<file path="src/rtl/spi_sched_pkg.sv">
// Shared types and defaults for the SPI bus scheduler.
package spi_sched_pkg;

  typedef enum logic [2:0] {
    ST_IDLE      = 3'd0,
    ST_GRANT_AMP = 3'd1,
    ST_GRANT_ADC = 3'd2,
    ST_GRANT_DAC = 3'd3,
    ST_GUARD     = 3'd4
  } state_t;

  localparam int unsigned CLI_AMP = 0;
  localparam int unsigned CLI_ADC = 1;
  localparam int unsigned CLI_DAC = 2;

  localparam int unsigned AMP_SLOT_DEF     = 10;
  localparam int unsigned ADC_SLOT_DEF     = 35;
  localparam int unsigned DAC_SLOT_DEF     = 34;
  localparam int unsigned GUARD_CYCLES_DEF = 2;

  function automatic int unsigned max2(input int unsigned a, input int unsigned b);
    return (a > b) ? a : b;
  endfunction

endpackage

</file>
<file path="src/rtl/sched_slot_timer.sv">
// Loadable down-counter; o_expire_c flags the final cycle of a loaded interval.
module sched_slot_timer #(
  parameter int unsigned W = 6
) (
  input  logic         clock,
  input  logic         reset,
  input  logic         i_load,
  input  logic [W-1:0] i_load_val,
  output logic         o_expire_c
);

  logic [W-1:0] r_count;

  always_ff @(posedge clock) begin
    if (reset) begin
      r_count <= '0;
    end else if (i_load) begin
      r_count <= i_load_val;
    end else if (r_count != '0) begin
      r_count <= r_count - W'(1);
    end
  end

  assign o_expire_c = (r_count == W'(1));

endmodule

</file>
<file path="src/rtl/spi_bus_scheduler.sv">
// Time-bounded one-hot SPI bus arbiter for AMP/ADC/DAC clients with guard gaps.
// Optional SPI_SCHED_AUTO_CYCLE_EN: boot AMP grant, then free-running ADC/DAC alternation.
module spi_bus_scheduler
  import spi_sched_pkg::*;
#(
  parameter int unsigned AMP_SLOT     = AMP_SLOT_DEF,
  parameter int unsigned ADC_SLOT     = ADC_SLOT_DEF,
  parameter int unsigned DAC_SLOT     = DAC_SLOT_DEF,
  parameter int unsigned GUARD_CYCLES = GUARD_CYCLES_DEF
) (
  input  logic clock,
  input  logic reset,
  input  logic amp_req,
  input  logic adc_req,
  input  logic dac_req,
  input  logic amp_done,
  input  logic adc_done,
  input  logic dac_done,
  output logic amp_grant,
  output logic adc_grant,
  output logic dac_grant,
  output logic busy,
  output logic timeout_err,
  output logic spi_ss_b,
  output logic sf_ce0,
  output logic fpga_init_b
);

  localparam int unsigned CNT_MAX = max2(max2(AMP_SLOT, ADC_SLOT), max2(DAC_SLOT, GUARD_CYCLES));
  localparam int unsigned CNT_W   = $clog2(CNT_MAX + 1);

  state_t           r_state;
  logic [1:0]       r_last_served;
  logic             r_amp_grant;
  logic             r_adc_grant;
  logic             r_dac_grant;
  logic             r_busy;
  logic             r_timeout_err;

  logic             w_amp_req;
  logic             w_adc_req;
  logic             w_dac_req;
  logic             w_pick_adc;
  logic             w_pick_dac;
  logic             w_in_grant;
  logic             w_done_cur;
  logic             w_grant_end;
  logic             w_expire;
  logic             w_load;
  logic [CNT_W-1:0] w_load_val;

`ifdef SPI_SCHED_AUTO_CYCLE_EN
  // One forced AMP grant after reset, then ADC/DAC always "requesting".
  logic r_amp_boot;
  logic w_unused_reqs;

  always_ff @(posedge clock) begin
    if (reset) begin
      r_amp_boot <= 1'b1;
    end else if (r_state == ST_IDLE) begin
      r_amp_boot <= 1'b0;
    end
  end

  assign w_amp_req     = amp_req | r_amp_boot;
  assign w_adc_req     = 1'b1;
  assign w_dac_req     = 1'b1;
  assign w_unused_reqs = adc_req ^ dac_req;
`else
  assign w_amp_req = amp_req;
  assign w_adc_req = adc_req;
  assign w_dac_req = dac_req;
`endif

  // AMP has fixed priority; ADC/DAC tie goes to whoever was not served last.
  assign w_pick_adc = w_adc_req & (~w_dac_req | (r_last_served == 2'(CLI_DAC)));
  assign w_pick_dac = w_dac_req & ~w_pick_adc;

  assign w_in_grant  = (r_state == ST_GRANT_AMP) | (r_state == ST_GRANT_ADC) |
                       (r_state == ST_GRANT_DAC);
  assign w_done_cur  = ((r_state == ST_GRANT_AMP) & amp_done) |
                       ((r_state == ST_GRANT_ADC) & adc_done) |
                       ((r_state == ST_GRANT_DAC) & dac_done);
  assign w_grant_end = w_in_grant & (w_done_cur | w_expire);

  // Single timer serves both slot limits and the guard interval.
  always_comb begin
    w_load     = 1'b0;
    w_load_val = '0;
    if (r_state == ST_IDLE) begin
      if (w_amp_req) begin
        w_load     = 1'b1;
        w_load_val = CNT_W'(AMP_SLOT);
      end else if (w_pick_adc) begin
        w_load     = 1'b1;
        w_load_val = CNT_W'(ADC_SLOT);
      end else if (w_pick_dac) begin
        w_load     = 1'b1;
        w_load_val = CNT_W'(DAC_SLOT);
      end
    end else if (w_grant_end) begin
      w_load     = 1'b1;
      w_load_val = CNT_W'(GUARD_CYCLES);
    end
  end

  sched_slot_timer #(
    .W (CNT_W)
  ) u_timer (
    .clock      (clock),
    .reset      (reset),
    .i_load     (w_load),
    .i_load_val (w_load_val),
    .o_expire_c (w_expire)
  );

  always_ff @(posedge clock) begin
    if (reset) begin
      r_state       <= ST_IDLE;
      r_last_served <= 2'(CLI_DAC);
      r_amp_grant   <= 1'b0;
      r_adc_grant   <= 1'b0;
      r_dac_grant   <= 1'b0;
      r_busy        <= 1'b0;
      r_timeout_err <= 1'b0;
    end else begin
      r_timeout_err <= 1'b0;
      case (r_state)
        ST_IDLE: begin
          if (w_amp_req) begin
            r_state     <= ST_GRANT_AMP;
            r_amp_grant <= 1'b1;
            r_busy      <= 1'b1;
          end else if (w_pick_adc) begin
            r_state     <= ST_GRANT_ADC;
            r_adc_grant <= 1'b1;
            r_busy      <= 1'b1;
          end else if (w_pick_dac) begin
            r_state     <= ST_GRANT_DAC;
            r_dac_grant <= 1'b1;
            r_busy      <= 1'b1;
          end
        end
        ST_GRANT_AMP, ST_GRANT_ADC, ST_GRANT_DAC: begin
          if (w_grant_end) begin
            r_state       <= ST_GUARD;
            r_amp_grant   <= 1'b0;
            r_adc_grant   <= 1'b0;
            r_dac_grant   <= 1'b0;
            r_timeout_err <= ~w_done_cur;
            if (r_state == ST_GRANT_ADC) r_last_served <= 2'(CLI_ADC);
            if (r_state == ST_GRANT_DAC) r_last_served <= 2'(CLI_DAC);
          end
        end
        ST_GUARD: begin
          if (w_expire) begin
            r_state <= ST_IDLE;
            r_busy  <= 1'b0;
          end
        end
        default: begin
          r_state     <= ST_IDLE;
          r_amp_grant <= 1'b0;
          r_adc_grant <= 1'b0;
          r_dac_grant <= 1'b0;
          r_busy      <= 1'b0;
        end
      endcase
    end
  end

  assign amp_grant   = r_amp_grant;
  assign adc_grant   = r_adc_grant;
  assign dac_grant   = r_dac_grant;
  assign busy        = r_busy;
  assign timeout_err = r_timeout_err;
  assign spi_ss_b    = 1'b1;
  assign sf_ce0      = 1'b1;
  assign fpga_init_b = 1'b0;

endmodule

</file>
<file path="config.mk">
export PLATFORM = sky130hd
export DESIGN_NAME = spi_bus_scheduler
export DESIGN_NICKNAME = d
export VERILOG_FILES = /design/src/rtl/spi_sched_pkg.sv /design/src/rtl/sched_slot_timer.sv /design/src/rtl/spi_bus_scheduler.sv
export SDC_FILE = /design/constraint.sdc
export NUM_CORES = 1
export LEC_CHECK = 0
export CAP_MARGIN = 20
export CORE_MARGIN = 3
export CORE_UTILIZATION = 35
export DETAILED_ROUTE_END_ITERATION = 12
export PLACE_DENSITY_LB_ADDON = 0.08
export SLEW_MARGIN = 40
export SYNTH_ARGS = -nofsm -noshare
export SYNTH_HDL_FRONTEND = slang
export SYNTH_SLANG_ARGS = --single-unit
</file>
<file path="constraint.sdc">
create_clock -name clock -period 5.4 [get_ports clock]
set_clock_uncertainty 0.2 [all_clocks]
set_input_delay 1.08 -clock clock [delete_from_list [all_inputs] [get_ports clock]]
set_output_delay 1.08 -clock clock [all_outputs]
set_load 0.01 [all_outputs]
</file>
### Word level (Yosys, flattened, before mapping)

Cells that the tools add are included.

| cells by class | value |
|---|---|
| add/subtract/negate cells | 1 |
| equality and inequality tests | 14 |
| muxes and demuxes | 34 |
| bitwise gates (word level) | 18 |
| reduce and logical (&&, ||, !) cells | 12 |

Operator list:

| kind | count |
|---|---|
| two-way mux 6 bit | 6 |
| two-way mux 1 bit | 15 |
| two-way mux 3 bit | 5 |
| != test 2 bit, second input constant | 7 |
| one-hot mux 1 bit (3 select lines) | 4 |
| AND reduction 3 bit | 4 |
| one-hot mux 3 bit (3 select lines) | 1 |
| AND 1 bit | 6 |
| == test 3 x 2 -> 1 bit, second input constant | 2 |
| == test 6 x 1 -> 1 bit, second input constant | 1 |
| two-way mux 2 bit | 3 |
| NOT 1 bit | 6 |
| bitwise OR 1 bit | 6 |
| nonzero test 6 bit | 1 |
| OR reduction 3 bit | 2 |
| subtractor 6 x 1 -> 6 bit, second input constant | 1 |
| AND reduction 5 bit | 1 |
| != test 4 bit, second input constant | 1 |
| AND reduction 4 bit | 1 |
| nonzero test 2 bit | 2 |
| == test 3 x 1 -> 1 bit, second input constant | 1 |
| == test 3 bit, second input constant | 1 |
| logical NOT 3 bit | 1 |
| == test 2 bit, second input constant | 1 |

| storage, ports and cells | value |
|---|---|
| flip-flop bits (word level) | 16 |
| bits of input ports | 8 |
| output and inout bits | 8 |

### Longest topological paths before layout

| depth | value |
|---|---|
| depth in word-level cells | 10 |
| depth in mapped cells | 6 |
| mapped depth without buffers | 5 |

### By module

Synthesis repeated with hierarchy kept, for this count alone.

| unflattened totals | value |
|---|---|
| cells, all modules | 114 |
| area total of the unflattened synthesis | 996.0 um^2 |

By module, submodules not included:

| module | times used | cells an instance | area an instance (um^2) | seq. area each (um^2) |
|---|---|---|---|---|
| spi_bus_scheduler | 1 | 69 | 606.8 | 200.2 |
| sched_slot_timer | 1 | 45 | 389.1 | 120.1 |

### Worst setup path before layout

No wires, ideal clock.

| timing path | value |
|---|---|
| kind | input to register |
| start point | input dac_done |
| end point | register u_timer.r_count[5] |
| setup time | 0.103 ns |
| data arrival time | 2.014 ns |
| data required time | 5.097 ns |
| setup slack | 3.083 ns |
| stages | 4 |
| path buffers | 0 |
| cell sequence | mux2i_1 > a21o_1 > a221o_1 > a2111oi_2 |

| on the way | value |
|---|---|
| cells in the longest elaborated chain, start to end | 7 |
| elaborated cells on any way between the ends | 8 |
| classes of those cells | mux: 3; bitwise: 4; reduce/logical: 1 |

RTL lines:

| item | RTL line | RTL |
|---|---|---|
| start, declared | spi_bus_scheduler.sv:18 | `input logic dac_done,` |
| AND 1 bit * | spi_bus_scheduler.sv:83 | `((r_state == ST_GRANT_DAC) & dac_done);` |
| bitwise OR 1 bit * | spi_bus_scheduler.sv:82 | `((r_state == ST_GRANT_ADC) & adc_done) \|` |
| bitwise OR 1 bit * | spi_bus_scheduler.sv:84 | `assign w_grant_end = w_in_grant & (w_done_cur \| w_expire);` |
| AND 1 bit * | spi_bus_scheduler.sv:84 |  |
| two-way mux 1 bit * | spi_bus_scheduler.sv:101 | `end else if (w_grant_end) begin` |
| two-way mux 1 bit * | spi_bus_scheduler.sv:90 | `if (r_state == ST_IDLE) begin` |
| two-way mux 6 bit or nonzero test 2 bit (tied branches) | -- |  |
| end signal, assigned | sched_slot_timer.sv:18 | `r_count <= i_load_val;` |
| end signal, assigned | sched_slot_timer.sv:20 | `r_count <= r_count - W'(1);` |
| end, declared | sched_slot_timer.sv:12 | `logic [W-1:0] r_count;` |

Mark *: on every way between the ends. The rest lies on a longest branch, timed or not.
A chain may end at the register's enable or synchronous reset.

### Worst setup path after layout

| timing path | value |
|---|---|
| start point | input adc_done |
| end point | register u_timer.r_count[3] |

| on the way | value |
|---|---|
| cells in the longest elaborated chain, start to end | 8 |
| elaborated cells on any way between the ends | 9 |
| classes of those cells | mux: 3; bitwise: 5; reduce/logical: 1 |

RTL lines:

| item | RTL line | RTL |
|---|---|---|
| start, declared | spi_bus_scheduler.sv:17 | `input logic adc_done,` |
| AND 1 bit * | spi_bus_scheduler.sv:82 |  |
| bitwise OR 1 bit * | spi_bus_scheduler.sv:81 | `assign w_done_cur = ((r_state == ST_GRANT_AMP) & amp_done) \|` |
| bitwise OR 1 bit * | spi_bus_scheduler.sv:82 |  |
| bitwise OR 1 bit * | spi_bus_scheduler.sv:84 |  |
| AND 1 bit * | spi_bus_scheduler.sv:84 |  |
| two-way mux 1 bit * | spi_bus_scheduler.sv:101 |  |
| two-way mux 1 bit * | spi_bus_scheduler.sv:90 |  |
| two-way mux 6 bit or nonzero test 2 bit (tied branches) | -- |  |

Marks and branches as above.

==> impl_metrics.csv <==
group,metric,value,unit
floorplan,core,2340,um^2
layout,post-route-util,45.0,%
synth,yosys.area.top_type,"dfxtp_1",
synth,synth_warnings,0,
cts,numCtsBuffers,3,
outcome,status,"complete, no violations",
flow_run,drv_cap,0,
setup_path,crit_path_end_kind,"flop",
power,power_frac_seq,40.6,%
synth,seq_area_frac_synth,35.3,%
global_routing,grtUsageMet3,4.30,%
cts,clk_path_buf_depth,2,
min_path,hold_start,"adc_grant",
floorplan,rows,17,
synth,yosysTopAreaCellShare,35.3,%
min_path,hp-class,"flop to flop",
timing,worst_hold_slack,0.282,ns
routing,wire_per_inst,14.0,um
cts,hold_buffers,0,
floorplan,start_util,38.8,%
layout,insertedDiodeCount,0,
routing,num_vias,764,
setup_path,r2r-start,"u_timer.r_count[4]",
power,power,396,uW
timing,fmax,0.372,GHz
setup_path,worst_path_max_delay_cell,"a221oi_1",
synth,ys.flop_type,"dfxtp_1",
routing,drc,0,
timing,tightest_slew,0.625,ns
routing,vias_per_cell,5.46,
setup_path,slowest_delay,0.58,ns
power,cellLeakagePower,0.000408,uW
power,switching_power,144,uW
synth,ys_top_cells_by_area,"dfxtp_1, ha_1, nor3_1, o21ai_0, nor2_1",
floorplan,fp.dieH,56.9,um
synth,syn_inst,103,
global_routing,grt_pass1_wl,3.46,mm
cts,cts.clk_slew.worst_paths,0.10,ns
global_routing,grt_pass1_vias,750,
power,switching_share,36.3,%
timing,fin_crit_sh,49.8,%
floorplan,ios,16,
cts,clk_latency,0.29,ns
timing,min_period,2.69,ns
place,portBuffers,12,
setup_path,critPathKind,"primary input to flop",
global_routing,grtUsageTotal,13.3,%
synth,syn-cell-area,908,um^2
setup_path,cp_max_fo,4,
global_routing,grt_overflow,0,
cts,clock_sinks,16,
global_routing,grtUsageMet2,20.6,%
synth,avgSynthCellArea,8.82,um^2
place,post-dp-hpwl,1.48,mm
timing,finalHoldViolations,0,
setup_path,crit_start,"adc_done",
timing,slew_viol_final,0,
global_routing,gr-usage-met1,18.0,%
routing,drtIter0Drc,22,
synth,async_reset_ff_share,0,%
floorplan,die-width,56.9,um
cts,cts-resized-gates,0,
power,combPwrFrac,39.3,%
layout,fin_nets,124,
cts,cts_tree,"built",
place,gp_congestion,0.843,
synth,synth-edff-count,0,
cts,clockRootBuffer,"clkbuf_4",
power,p_per_area,376,nW/um^2
power,peakVddDrop,0.195,mV
setup_path,worstPathArrival,2.65,ns
global_routing,antenna_found_initial,0,
synth,ys_ff_latch,16,
floorplan,die_area,3240,um^2
synth,ys_types,43,
layout,drive_gt1_share,9.82,%
setup_path,crit_required,5.36,ns
routing,wl,1.97,mm
timing,timing.slew.headroom,58.2,%
power,p_int,252,uW
layout,areaGrowthSynthToFinish,15.8,%
cts,cts_setup_buffers,0,
routing,first_pass_iters,4,
global_routing,grt_max_degree,18,
timing,setup_viol,0,
setup_path,cp_cell_sequence,"clkdlybuf4s50_1, mux2i_1, a21o_1, a221oi_1, o41ai_1",
setup_path,startpoint_type,"primary input",
timing,rsz0062_at_grt,"no",
timing,fin_setup_tns,0,ns
power,clkPwrFrac,20.2,%
cts,htree_levels,1,
global_routing,grt_most_used_layer,"met2",
routing,drtAntennaViolNets,0,
==> state kept, by name, summed over array words and instances (netlist names) <==
signal           count
timeout_err          1
u_timer.r_count      6
dac_grant            1
amp_grant            1
busy                 1
r_last_served        2
r_state              3
adc_grant            1
==> final timing paths <==
path	cells past startpoint	endpoint	slack, ns
setup / recovery	5	u_timer.r_count[3]	2.71
hold / removal	2	adc_grant	0.28
setup reg to reg	4	u_timer.r_count[3]	3.39
hold reg to reg	2	adc_grant	0.28
==> final cells by class <==
class | count | area [um^2]
fill | 244 | 1290
timing repair buffer | 12 | 120
tap | 28 | 35.0
inverter | 5 | 18.8
multi-input combinational | 75 | 522
clock buffer | 4 | 36.3
sequential | 16 | 320
==> power by group through the flow <==
| stage | clock, uW | sequential, uW | combinational (uW) |
|---|---|---|---|
| final | 79.8 | 161 | 155 |
| after global routing | 84.2 | 164 | 176 |
| after CTS | 82.4 | 160 | 155 |
| after detailed placement | 0 | 163 | 154 |
| after global placement | 0 | 162 | 154 |
| after floorplan | 0 | 155 | 126 |
==> critical path: cells and delay by family <==
family | cells | cell delay, ns
mux | 1 | 0.12
buf+inv | 1 | 0.47
compound gates | 3 | 0.97
==> Yosys cell counts (all sizes together) (2+ instances only) <==
library cell / instances
nand2b: 4
o21ai: 6
inv: 5
nor2: 7
nand3: 2
a221oi: 2
nand2: 3
nor3: 6
a21oi: 5
or3: 2
buf: 6
nor4: 3
clkbuf: 2
nand3b: 2
a21boi: 2
ha: 3
a21o: 3
xnor2: 3
dfxtp: 16
conb: 2
==> per-layer routing <==
metal	wire length, um	up-vias	share of wire (%)
met4	16	0	0.81
met5	0	-	0
met1	964	355	49
met3	89	2	4.5
met2	896	18	46
li1	-	389	-
==> stage by stage <==
stage	instances	worst slack, ns	instance area [um^2]
6_report	140	2.71	1050
5_1_grt	140	2.59	1050
4_1_cts	140	2.75	1050
3_5_place_dp	136	2.43	1020
3_3_place_gp	136	2.52	1020
2_1_floorplan	104	3.08	912
==> cell families (layout without fill, tap and decap cells) <==
kind of cell	after synthesis	after routing	synth area share, %
flops	16	16	35.3
simple gates	34	34	22.6
mux	2	2	2.34
fa+ha+maj	3	3	4.13
xor+xnor	4	4	3.86
buf+inv	13	21	7.71
other cells	2	3	0.827
compound gates	29	29	23.3
==> cell usage in the layout (no fill, tap or decap), types with 3 or more instances in the layout <==
master	synthesis	routed
a21oi_1	5	5
clkbuf_4	0	3
dfxtp_1	16	16
nor3_1	6	6
o21ai_0	6	6
ha_1	3	3
clkdlybuf4s50_1	0	12
xnor2_1	3	3
conb_1	2	3
a21o_1	3	3
nand2b_1	4	4
nor2_1	7	7
inv_1	5	5
Power figures use the tool's default switching activity.
